**config.mk**
```make
export PLATFORM = sky130hd
export DESIGN_NAME = hamming_count_sched_flat
export DESIGN_NICKNAME = d
export VERILOG_FILES = /design/src/rtl/hamming_sched_pkg.sv /design/src/rtl/hamming_count_sched_if.sv /design/src/rtl/ham_credit_cnt.sv /design/src/rtl/hamming_count_sched.sv /design/src/flat_wrapper.sv
export SDC_FILE = /design/constraint.sdc
export NUM_CORES = 1
export LEC_CHECK = 0
export CORE_MARGIN = 5
export CORE_UTILIZATION = 54
export CTS_CLUSTER_DIAMETER = 30
export DETAILED_ROUTE_END_ITERATION = 6
export GPL_TIMING_DRIVEN = 0
export PLACE_DENSITY = 0.88
export SYNTH_ARGS = -nofsm -noshare
export SYNTH_HDL_FRONTEND = slang
export SYNTH_HIERARCHICAL = 1
export SYNTH_SLANG_ARGS = --single-unit
export TNS_END_PERCENT = 10
```
**constraint.sdc**
```tcl
create_clock -name clk -period 2.9 [get_ports clk]
set_clock_uncertainty 0.15 [all_clocks]
set_input_delay 0.435 -clock clk [delete_from_list [all_inputs] [get_ports clk]]
set_output_delay 0.435 -clock clk [all_outputs]
set_load 0.005 [all_outputs]
```
**src/rtl/hamming_sched_pkg.sv**
```systemverilog
// rtl/hamming_sched_pkg.sv - shared types, defaults and helpers for the Hamming counter sequencer
package hamming_sched_pkg;

   typedef enum logic [1:0] {
      IDLE   = 2'd0,
      COUNT  = 2'd1,
      ENCODE = 2'd2,
      CHECK  = 2'd3
   } phase_t;

   localparam int DEF_WIDTH        = 4;
   localparam int DEF_PEND_W       = 4;
   localparam int DEF_MAX_BURST    = 8;
   localparam int DEF_CHECK_CYCLES = 3;
   localparam int DEF_SCRUB_PERIOD = 64;
   localparam int DEF_ERR_W        = 8;

   // Increment that sticks at the all-ones value of a width-bit counter.
   function automatic logic [31:0] sat_inc(input logic [31:0] value, input int width);
      logic [31:0] max_v;
      max_v = (width >= 32) ? 32'hFFFF_FFFF : ((32'd1 << width) - 32'd1);
      return (value >= max_v) ? value : value + 32'd1;
   endfunction

endpackage

```
**src/rtl/hamming_count_sched_if.sv**
```systemverilog
// rtl/hamming_count_sched_if.sv - client request and datapath bundle for the sequencer
interface hamming_count_sched_if #(
   parameter int WIDTH  = 4,
   parameter int PEND_W = 4,
   parameter int ERR_W  = 8
);
   logic              inc_valid;
   logic              inc_ready;
   logic              clr_stat;
   logic              dp_enable;
   logic              dp_error;
   logic [WIDTH-1:0]  dp_counter;
   logic [PEND_W-1:0] pending;
   logic [1:0]        phase;
   logic              scrub_done;
   logic [ERR_W-1:0]  err_count;
   logic              overflow;
   logic              mismatch;

   // Client / datapath side.
   modport master (
      output inc_valid, clr_stat, dp_error, dp_counter,
      input  inc_ready, dp_enable, pending, phase, scrub_done, err_count, overflow, mismatch
   );

   // Sequencer side.
   modport slave (
      input  inc_valid, clr_stat, dp_error, dp_counter,
      output inc_ready, dp_enable, pending, phase, scrub_done, err_count, overflow, mismatch
   );
endinterface

```
**src/rtl/ham_credit_cnt.sv**
```systemverilog
// rtl/ham_credit_cnt.sv - up/down pending-increment credit counter with full and overflow
module ham_credit_cnt #(
   parameter int PEND_W = 4
) (
   input  logic              clk,
   input  logic              rst,
   input  logic              valid_i,
   input  logic              consume_i,
   input  logic              clr_i,
   output logic              ready_o,
   output logic              overflow_o,
   output logic [PEND_W-1:0] pending_o,
   output logic [PEND_W-1:0] pending_next_o
);
   logic [PEND_W-1:0] pending_q, pending_d;
   logic              overflow_q, overflow_d;
   logic              full;
   logic              acc;

   // Next credit count and sticky overflow; clear beats a same-cycle set.
   always_comb begin
      full       = &pending_q;
      acc        = valid_i & ~full;
      pending_d  = pending_q;
      if (acc && !consume_i) begin
         pending_d = pending_q + PEND_W'(1);
      end else if (!acc && consume_i) begin
         pending_d = pending_q - PEND_W'(1);
      end
      overflow_d = overflow_q;
      if (clr_i) begin
         overflow_d = 1'b0;
      end else if (valid_i && full) begin
         overflow_d = 1'b1;
      end
   end

   // Credit and overflow registers; reset drops all in-flight credits.
   always_ff @(posedge clk or negedge rst) begin
      if (!rst) begin
         pending_q  <= '0;
         overflow_q <= 1'b0;
      end else begin
         pending_q  <= pending_d;
         overflow_q <= overflow_d;
      end
   end

   assign ready_o        = ~full;
   assign overflow_o     = overflow_q;
   assign pending_o      = pending_q;
   assign pending_next_o = pending_d;
endmodule

```
**src/rtl/hamming_count_sched.sv**
```systemverilog
// rtl/hamming_count_sched.sv - burst/encode/check sequencer for the Hamming counter datapath
module hamming_count_sched
   import hamming_sched_pkg::*;
#(
   parameter int WIDTH        = DEF_WIDTH,
   parameter int PEND_W       = DEF_PEND_W,
   parameter int MAX_BURST    = DEF_MAX_BURST,
   parameter int CHECK_CYCLES = DEF_CHECK_CYCLES,
   parameter int SCRUB_PERIOD = DEF_SCRUB_PERIOD,
   parameter int ERR_W        = DEF_ERR_W
) (
   input logic                    clk,
   input logic                    rst,
   hamming_count_sched_if.slave   bus
);
   localparam int SCRUB_W = $clog2(SCRUB_PERIOD);
   localparam int CHK_W   = $clog2(CHECK_CYCLES);

   phase_t             phase_q;
   logic               dp_enable_q;
   logic [PEND_W-1:0]  burst_q;
   logic [SCRUB_W-1:0] scrub_q;
   logic [CHK_W-1:0]   chk_q;
   logic [WIDTH-1:0]   shadow_q;
   logic [ERR_W-1:0]   err_q;
   logic               mark_q;
   logic               mismatch_q;

   logic [PEND_W-1:0]  pending;
   logic [PEND_W-1:0]  pending_next;
   logic               inc_ready;
   logic               overflow;
   logic               last_chk;

   ham_credit_cnt #(.PEND_W(PEND_W)) u_credit (
      .clk            (clk),
      .rst            (rst),
      .valid_i        (bus.inc_valid),
      .consume_i      (phase_q == COUNT),
      .clr_i          (bus.clr_stat),
      .ready_o        (inc_ready),
      .overflow_o     (overflow),
      .pending_o      (pending),
      .pending_next_o (pending_next)
   );

   assign last_chk = (phase_q == CHECK) && (chk_q == CHK_W'(CHECK_CYCLES - 1));

   // Phase sequencing, burst/scrub/check timers, shadow count and statistics.
   always_ff @(posedge clk or negedge rst) begin
      if (!rst) begin
         phase_q     <= IDLE;
         dp_enable_q <= 1'b0;
         burst_q     <= '0;
         scrub_q     <= '0;
         chk_q       <= '0;
         shadow_q    <= '0;
         err_q       <= '0;
         mark_q      <= 1'b0;
         mismatch_q  <= 1'b0;
      end else begin
         case (phase_q)
            IDLE: begin
               if (pending != '0) begin
                  phase_q     <= COUNT;
                  dp_enable_q <= 1'b1;
                  scrub_q     <= '0;
               end else if (scrub_q == SCRUB_W'(SCRUB_PERIOD - 1)) begin
                  phase_q <= CHECK;
                  scrub_q <= '0;
                  chk_q   <= '0;
                  mark_q  <= 1'b0;
               end else begin
                  scrub_q <= scrub_q + 1'b1;
               end
            end
            COUNT: begin
               shadow_q <= shadow_q + 1'b1;
               burst_q  <= burst_q + 1'b1;
               if (pending_next == '0 || burst_q == PEND_W'(MAX_BURST - 1)) begin
                  phase_q     <= ENCODE;
                  dp_enable_q <= 1'b0;
               end
            end
            ENCODE: begin
               burst_q <= '0;
               chk_q   <= '0;
               mark_q  <= 1'b0;
               phase_q <= CHECK;
            end
            CHECK: begin
               chk_q <= chk_q + 1'b1;
               if (bus.dp_error) begin
                  mark_q <= 1'b1;
               end
               if (last_chk) begin
                  mark_q      <= 1'b0;
                  phase_q     <= (pending != '0) ? COUNT : IDLE;
                  dp_enable_q <= (pending != '0);
               end
            end
            default: begin
               phase_q     <= IDLE;
               dp_enable_q <= 1'b0;
            end
         endcase

         if (bus.clr_stat) begin
            err_q      <= '0;
            mismatch_q <= 1'b0;
         end else if (last_chk) begin
            if (mark_q || bus.dp_error) begin
               err_q <= ERR_W'(sat_inc(32'(err_q), ERR_W));
            end
            if (bus.dp_counter != shadow_q) begin
               mismatch_q <= 1'b1;
            end
         end
      end
   end

   assign bus.inc_ready  = inc_ready;
   assign bus.dp_enable  = dp_enable_q;
   assign bus.pending    = pending;
   assign bus.phase      = phase_q;
   assign bus.scrub_done = last_chk;
   assign bus.err_count  = err_q;
   assign bus.overflow   = overflow;
   assign bus.mismatch   = mismatch_q;
endmodule

```
**src/flat_wrapper.sv**
```systemverilog
// flat-port wrapper written by rule: the top's interface ports become plain ports
module hamming_count_sched_flat import hamming_sched_pkg::*;
#(
   parameter int WIDTH        = DEF_WIDTH,
   parameter int PEND_W       = DEF_PEND_W,
   parameter int MAX_BURST    = DEF_MAX_BURST,
   parameter int CHECK_CYCLES = DEF_CHECK_CYCLES,
   parameter int SCRUB_PERIOD = DEF_SCRUB_PERIOD,
   parameter int ERR_W        = DEF_ERR_W
)
  (clk, rst, bus_inc_valid, bus_clr_stat, bus_dp_error, bus_dp_counter, bus_inc_ready, bus_dp_enable, bus_pending, bus_phase, bus_scrub_done, bus_err_count, bus_overflow, bus_mismatch);
  hamming_count_sched_if #(.WIDTH(WIDTH), .PEND_W(PEND_W), .ERR_W(ERR_W)) bus_i ();
  input logic clk;
  input logic rst;
  input wire logic [$bits(bus_i.inc_valid)-1:0] bus_inc_valid;
  input wire logic [$bits(bus_i.clr_stat)-1:0] bus_clr_stat;
  input wire logic [$bits(bus_i.dp_error)-1:0] bus_dp_error;
  input wire logic [$bits(bus_i.dp_counter)-1:0] bus_dp_counter;
  output wire logic [$bits(bus_i.inc_ready)-1:0] bus_inc_ready;
  output wire logic [$bits(bus_i.dp_enable)-1:0] bus_dp_enable;
  output wire logic [$bits(bus_i.pending)-1:0] bus_pending;
  output wire logic [$bits(bus_i.phase)-1:0] bus_phase;
  output wire logic [$bits(bus_i.scrub_done)-1:0] bus_scrub_done;
  output wire logic [$bits(bus_i.err_count)-1:0] bus_err_count;
  output wire logic [$bits(bus_i.overflow)-1:0] bus_overflow;
  output wire logic [$bits(bus_i.mismatch)-1:0] bus_mismatch;
  assign bus_i.inc_valid = bus_inc_valid;
  assign bus_i.clr_stat = bus_clr_stat;
  assign bus_i.dp_error = bus_dp_error;
  assign bus_i.dp_counter = bus_dp_counter;
  assign bus_inc_ready = bus_i.inc_ready;
  assign bus_dp_enable = bus_i.dp_enable;
  assign bus_pending = bus_i.pending;
  assign bus_phase = bus_i.phase;
  assign bus_scrub_done = bus_i.scrub_done;
  assign bus_err_count = bus_i.err_count;
  assign bus_overflow = bus_i.overflow;
  assign bus_mismatch = bus_i.mismatch;
  hamming_count_sched #(.WIDTH(WIDTH), .PEND_W(PEND_W), .MAX_BURST(MAX_BURST), .CHECK_CYCLES(CHECK_CYCLES), .SCRUB_PERIOD(SCRUB_PERIOD), .ERR_W(ERR_W)) u_core (.clk(clk), .rst(rst), .bus(bus_i));
endmodule
```
==> results of run 1 <==
power groups by stage:
stage                     sequential [uW]  combinational (uW)  clock [uW]
after floorplan                       772                 719           0
after global placement                801                 958           0
after detailed placement              807                 999           0
after CTS                             799                1050         281
after global routing                  831                1190         305
final                                 805                1060         272
area by class of cell:
| cell class | count | share of cell area, % |
|---|---|---|
| multi-input cells | 136 | 43.6 |
| flip-flops and latches | 34 | 35.9 |
| repair buffers | 27 | 11.1 |
| inverters | 19 | 3.01 |
| well taps | 48 | 2.54 |
| clock buffers | 7 | 2.33 |
| plain buffers | 5 | 1.27 |
| clock inverters | 1 | 0.211 |
registers in the layout, indices dropped and copies added (netlist names):
register / cells
u_core/bus.err_count: 8
u_core/scrub_q: 6
u_core/shadow_q: 4
u_core/burst_q: 4
u_core/u_credit/pending_o: 4
u_core/bus.phase: 2
u_core/u_credit/overflow_o: 1
u_core/bus.mismatch: 1
u_core/bus.dp_enable: 1
u_core/mark_q: 1
u_core/chk_q: 2
per-stage QoR:
step	total power, uW	hold slack [ns]	setup slack [ns]
after floorplan	1490	-0.0106	0.400
after global routing	2330	0.0624	0.00587
final	2140	0.00155	0.144
after detailed placement	1810	0.333	-0.153
after CTS	2130	0.0259	0.0570
after global placement	1760	0.325	-0.0229
synth_stat cells, types with 3 or more instances:
cell type and instances:
mux2_2 3, xnor2_1 13, inv_1 19, ha_1 12, o21ai_0 8, mux2i_1 4, nand4_1 4, a21oi_1 9
nand2_1 9, dfrtp_1 34, o22ai_1 5, nor2_1 11, a31oi_1 4, nand3_1 8, xor2_1 3
worst paths after layout:
check / slack [ns] / cells after the start / start / endpoint
max in group asynchronous: 2.13 / 1 / rst / u_core/scrub_q[4]
setup reg to reg: 0.14 / 11 / u_core/bus.phase[1] / u_core/bus.dp_enable
setup / recovery: 0.14 / 11 / u_core/bus.phase[1] / u_core/bus.dp_enable
min in group clk: 0.27 / 3 / bus_inc_valid / u_core/u_credit/overflow_o
hold reg to reg: 0.35 / 1 / u_core/shadow_q[3] / u_core/shadow_q[3]
hold / removal: 0.002 / 1 / rst / u_core/bus.err_count[6]
critical path: stages (launching register included):
cell and delay (ns):
dfrtp_1 0.46, inv_1 0.16, ha_4 0.20, clkbuf_4 0.21, inv_1 0.10, nor3_2 0.18, a31oi_1 0.08, xnor2_1 0.18
nor4_2 0.28, o31a_1 0.24, a21boi_1 0.22, o221ai_1 0.15
cells in the final DEF (no fill, tap or decap), types with 3 or more instances in the layout:
| cell type | Yosys | routed |
|---|---|---|
| nand3_1 | 8 | 8 |
| mux2i_1 | 4 | 4 |
| mux2_2 | 3 | 3 |
| a21oi_1 | 9 | 9 |
| xnor2_1 | 13 | 13 |
| xor2_1 | 3 | 3 |
| nand2_1 | 9 | 9 |
| inv_1 | 19 | 19 |
| clkdlybuf4s50_1 | 0 | 25 |
| o21ai_0 | 8 | 8 |
| a31oi_1 | 4 | 4 |
| clkbuf_1 | 2 | 3 |
| nand4_1 | 4 | 4 |
| clkbuf_4 | 0 | 6 |
| nor2_1 | 11 | 11 |
| o22ai_1 | 5 | 5 |
| dfrtp_1 | 34 | 34 |
| ha_1 | 12 | 11 |
cells by family (layout without fill, tap and decap cells):
| logic type | count (synthesis) | in the layout |
|---|---|---|
| AO/OA/AOI/OAI | 45 | 45 |
| XOR/XNOR | 16 | 16 |
| multiplexers | 8 | 8 |
| flip-flops | 34 | 34 |
| adder cells (fa/ha/maj) | 12 | 12 |
| AND/OR/NAND/NOR | 55 | 55 |
| buffers and inverters | 24 | 59 |
metal layers:
layer | part of all wire (%) | GRT usage, % | wire [um] | vias to the layer above
met5 | 0 | 0 | 0 | -
met4 | 1.6 | 6.38 | 61 | 0
met3 | 4.5 | 3.31 | 171 | 7
met2 | 48 | 29.1 | 1830 | 37
met1 | 46 | 21.6 | 1760 | 719
li1 | - | - | - | 772
repair_timing:
action	in CTS	in global routing
setup buffers	1	0
hold buffers	0	0
gates resized for setup	3	2
pin swaps	1	1
setup endpoints to repair	2	3
==> impl_results.md, run 1 <==
* Slew @ Worst Pin at about 0.73 ns
* Gate power share at between 40% and 50%
* CTS tree: done
* CTS Buf Count at 5
* Crit path kind: reg -> reg
* Simple-gate portion of the synthesized area at about 16%
* Post-DRT Antenna Nets at 0
* Compound-Gate Fraction of Synth Area at 16.0%
* Worst-path maximum fanout at 8
* Initial antenna violation count at 0
* Number of global-route vias before repair at 1613
* DRC violations left at 0
* Via/cell ratio at between 5 and 6
* Placer congestion estimate at roughly 0.87
* Crit path launch type: register
* Die area at between 4000 and 5000 um^2
* Final std cells w/o fill at 277
* Chip height at roughly 70 um
* Register area at approximately 850 um^2
* Synth warn at 6
* Routed WL at approximately 3800 um
* Sw frac at about two fifths
* Fin area at 2370 um^2
* Register area share after synthesis at 43.3%
* Largest family of logic cells by synthesized area: simple AND/OR/NAND/NOR gates
* Avg WL per Cell at approximately 14 um
* Yosys top cell area share at a little over two fifths
* Post-layout util at between 60% and 70%
* Maximum clock frequency at between 300 and 400 MHz
* P_sw at 867 uW
* RSZ-0062 raised after global routing: no
* Status: finished, final reports clean
* Mux cell area share after synthesis at roughly 4.5%
* LEAKAGE at 0.000997 uW
* Synth cell types at between 50 and 60
* Internal power at approximately 1300 uW
* Fillcell total at approximately 290
* Final Cycle Share at between 90% and 100%
* Ports at 28
* Post-Synth Adder-Cell Area at 7.65%
* Multi-input logic area at 1030 um^2
* Net Count, Synth at approximately 220
* Maximum VDD drop at 677 uV
* Hold Path Class: in -> async
* CTS Buffer Depth at 2
* DR vias at roughly 1500
* Site row count at 22
* Synth Flop Type: dfrtp_1
* Core ar. at ~3600 um^2
* Port buffer count at 26
* Pwr dens at between 900 and 1000 nW/um^2
* First-pass GRT wire length at around 7000 um
* Pin count of the biggest net entering global routing at 35
* Diode count at 0
* Hold Vio Cnt, Final at 0
* Final setup viols at 0
* CTS Root Cell: clkbuf_4
* Mapped Cells at a little under 200
* Post-synthesis register bit count at 34
* EDFF count, synth at 0
* TNS Setup at 0 ns
* Area Growth Syn to Fin at 20.6%
* Skew-Pair Late Insertion Delay at between 0.3 and 0.4 ns
* Placed wire-length estimate at between 2000 and 3000 um
* Part of the power in registers at between 30% and 40%
* CP arrival at about 2.8 ns
* Syn Area/Cell at roughly 10 um^2
* MaxCap Viol Count at 0
* Worst Setup End Kind: register
* GRT Residual Overflow at 0
* CTS H-tree depth at 2
* Clock share of power at between 10% and 20%
* Die width at ~70 um
* Synth async-reset ratio at 100%
* Clock transition at the registers of the reported paths at about 0.11 ns
* DRT iter0 DRCs at 47
* CTS sink count at 34
* GRT Total Usage at around 17%
* Post-DP Area at 2280 um^2
* Synth area leader: dfrtp_1
* Largest cells by area after synthesis: dfrtp_1, ha_1, xnor2_1, inv_1, a21oi_1
* Min Tclk post-route at 2.76 ns
* Drt pass-1 iters at 4
* Worst rel slew slack at a little over 50%
* Share of cells above drive strength 1 at a little over a tenth
* Cells after DPL at 268
* Final slew viol count at 0
* Starting Density at 54.9%
* XOR/XNOR Fraction of Synth Area at roughly 7.1%
* Layout Nets at between 200 and 250
* Critical Path RT at ~3 ns
* Syn Std Cell Area at between 1500 and 2000 um^2
(Power assumes the default switching activity.)
==> run 2, diff against run 1 <==
- CTS_CLUSTER_DIAMETER: 30 -> default
==> results of run 2 <==
The final DEF is identical to that of run 1; final timing and power are the same.
==> run 3, diff against run 2 <==
- CTS_CLUSTER_DIAMETER: default -> 50
- MAX_ROUTING_LAYER: default -> met4
==> impl_results.md, run 3 (synthesis results as in run 1) <==
* Status: finished, final reports clean
* Slew @ Worst Pin at ~0.73 ns
* Routed WL at about 3900 um
* Crit path kind: reg -> reg
* Avg WL per Cell at about 14 um
* Site row count at 22
* Chip height at between 70 and 80 um
* Commonest non-fill, non-tap cell in the layout: dfrtp_1
* Maximum clock frequency at around 360 MHz
* CTS Buffer Depth at 2
* Hold Path Class: in -> async
* GRT Total Usage at between 15 and 20%
* Share of cells above drive strength 1 at a little over a tenth
* Sw frac at about two fifths
* Critical Path RT at slightly below 3 ns
* Pin count of the biggest net entering global routing at 35
* Via/cell ratio at roughly 5.6
* Top sig layer: met4
* Skew-Pair Late Insertion Delay at between 0.3 and 0.4 ns
* Final setup viols at 0
* Placer congestion estimate at between 0.8 and 0.9
* Worst-path maximum fanout at 8
* Placed wire-length estimate at 2750 um
* Max FFs per register at 8
* Post-DRT Antenna Nets at 0
* Clock transition at the registers of the reported paths at approximately 0.11 ns
* Register area at 851 um^2
* Port buffer count at 26
* Diode count at 0
* Final std cells w/o fill at approximately 280
* Fillcell total at approximately 290
* Worst rel slew slack at between 50% and 60%
* Initial antenna violation count at 0
* Hold Vio Cnt, Final at 0
* Number of global-route vias before repair at about 1600
* Cells after DPL at 268
* RSZ-0062 raised after global routing: no
* First-pass GRT wire length at roughly 7100 um
* P_sw at roughly 870 uW
* CTS sink count at 34
* CTS Buf Count at 5
* DR vias at between 1500 and 2000
* Starting Density at roughly 55%
* Final slew viol count at 0
* GRT Residual Overflow at 0
* Core ar. at ~3600 um^2
* Worst Setup End Kind: register
* Multi-input logic area at approximately 1000 um^2
* Internal power at between 1000 and 1500 uW
* Crit path launch type: register
* CP arrival at 2.80 ns
* Maximum VDD drop at 676 uV
* Die area at approximately 4900 um^2
* TNS Setup at 0 ns
* Hold buffers post-CTS at 0
* CTS tree: done
* LEAKAGE at 0.000997 uW
* Gate power share at 49.6%
* Post-DP Area at 2280 um^2
* DRC violations left at 0
* CTS H-tree depth at 2
* Part of the power in registers at 37.6%
* Layout Nets at 249
* Wire length on met3 at between 100 and 150 um
* Fin area at around 2400 um^2
* Min Tclk post-route at ~2.7 ns
* MaxCap Viol Count at 0
* DRT iter0 DRCs at 69
* Ports at 28
* DRT met1 WL at about 1800 um
* Pwr dens at 904 nW/um^2
* Die width at 70.3 um
* Most frequent cells in the layout: dfrtp_1, clkdlybuf4s50_1, inv_1
* Area Growth Syn to Fin at 20.6%
* Met2 wire len at between 1500 and 2000 um
* Drt pass-1 iters at 4
* Clock share of power at roughly an eighth
* CTS Root Cell: clkbuf_4
* Final Cycle Share at between 90% and 100%
run 3: through the flow:
step / setup slack, ns / hold slack (ns) / util (%) / power (uW)
6_report: 0.152 / 0.00291 / 66.2 / 2140
5_1_grt: 0.00477 / 0.0548 / 66.2 / 2330
4_1_cts: 0.0570 / 0.0259 / 65.8 / 2130
3_5_place_dp: -0.153 / 0.333 / 63.7 / 1810
3_3_place_gp: -0.0229 / 0.325 / 63.8 / 1760
2_1_floorplan: 0.400 / -0.0106 / - / 1490
run 3: layout make-up:
cell class | count | area share (%)
clock buffer | 7 | 2.33
buffer | 5 | 1.27
multi-input combinational | 136 | 43.6
inverter | 19 | 3.01
timing repair buffer | 27 | 11.1
tap | 48 | 2.54
clock inverter | 1 | 0.211
sequential | 34 | 35.9
run 3: timing repair:
action,CTS,global route
pin swaps,1,1
gates resized for setup,3,2
setup endpoints to repair,2,3
buffers inserted,1,0
cloned,0,0
run 3: worst paths after layout:
kind,from,endpoint,slack (ns),cells past startpoint
setup reg to reg,u_core/bus.phase[1],u_core/bus.dp_enable,0.15,11
min in group clk,bus_inc_valid,u_core/u_credit/overflow_o,0.27,3
hold reg to reg,u_core/shadow_q[3],u_core/shadow_q[3],0.35,1
setup / recovery,u_core/bus.phase[1],u_core/bus.dp_enable,0.15,11
max in group asynchronous,rst,u_core/burst_q[1],2.13,1
hold / removal,rst,u_core/bus.err_count[6],0.003,1
run 3: power groups by stage:
stage / sequential (uW) / combinational, uW / clock, uW
after CTS: 799 / 1050 / 281
after global placement: 801 / 958 / 0
final: 805 / 1060 / 273
after detailed placement: 807 / 999 / 0
after global routing: 831 / 1190 / 307
after floorplan: 772 / 719 / 0
run 3: worst max-delay path, stage by stage, from the launching register on:
cell and delay, ns:
dfrtp_1 0.46, inv_1 0.16, ha_4 0.20, clkbuf_4 0.21, inv_1 0.10, nor3_2 0.18, a31oi_1 0.08, xnor2_1 0.18
nor4_2 0.28, o31a_1 0.24, a21boi_1 0.22, o221ai_1 0.15
run 3: routing by layer:
metal  vias to the layer above  GRT usage (%)
met5                         -              -
met2                        36           29.1
met4                         0           5.11
met1                       727           21.7
met3                         6           4.46
li1                        773              -
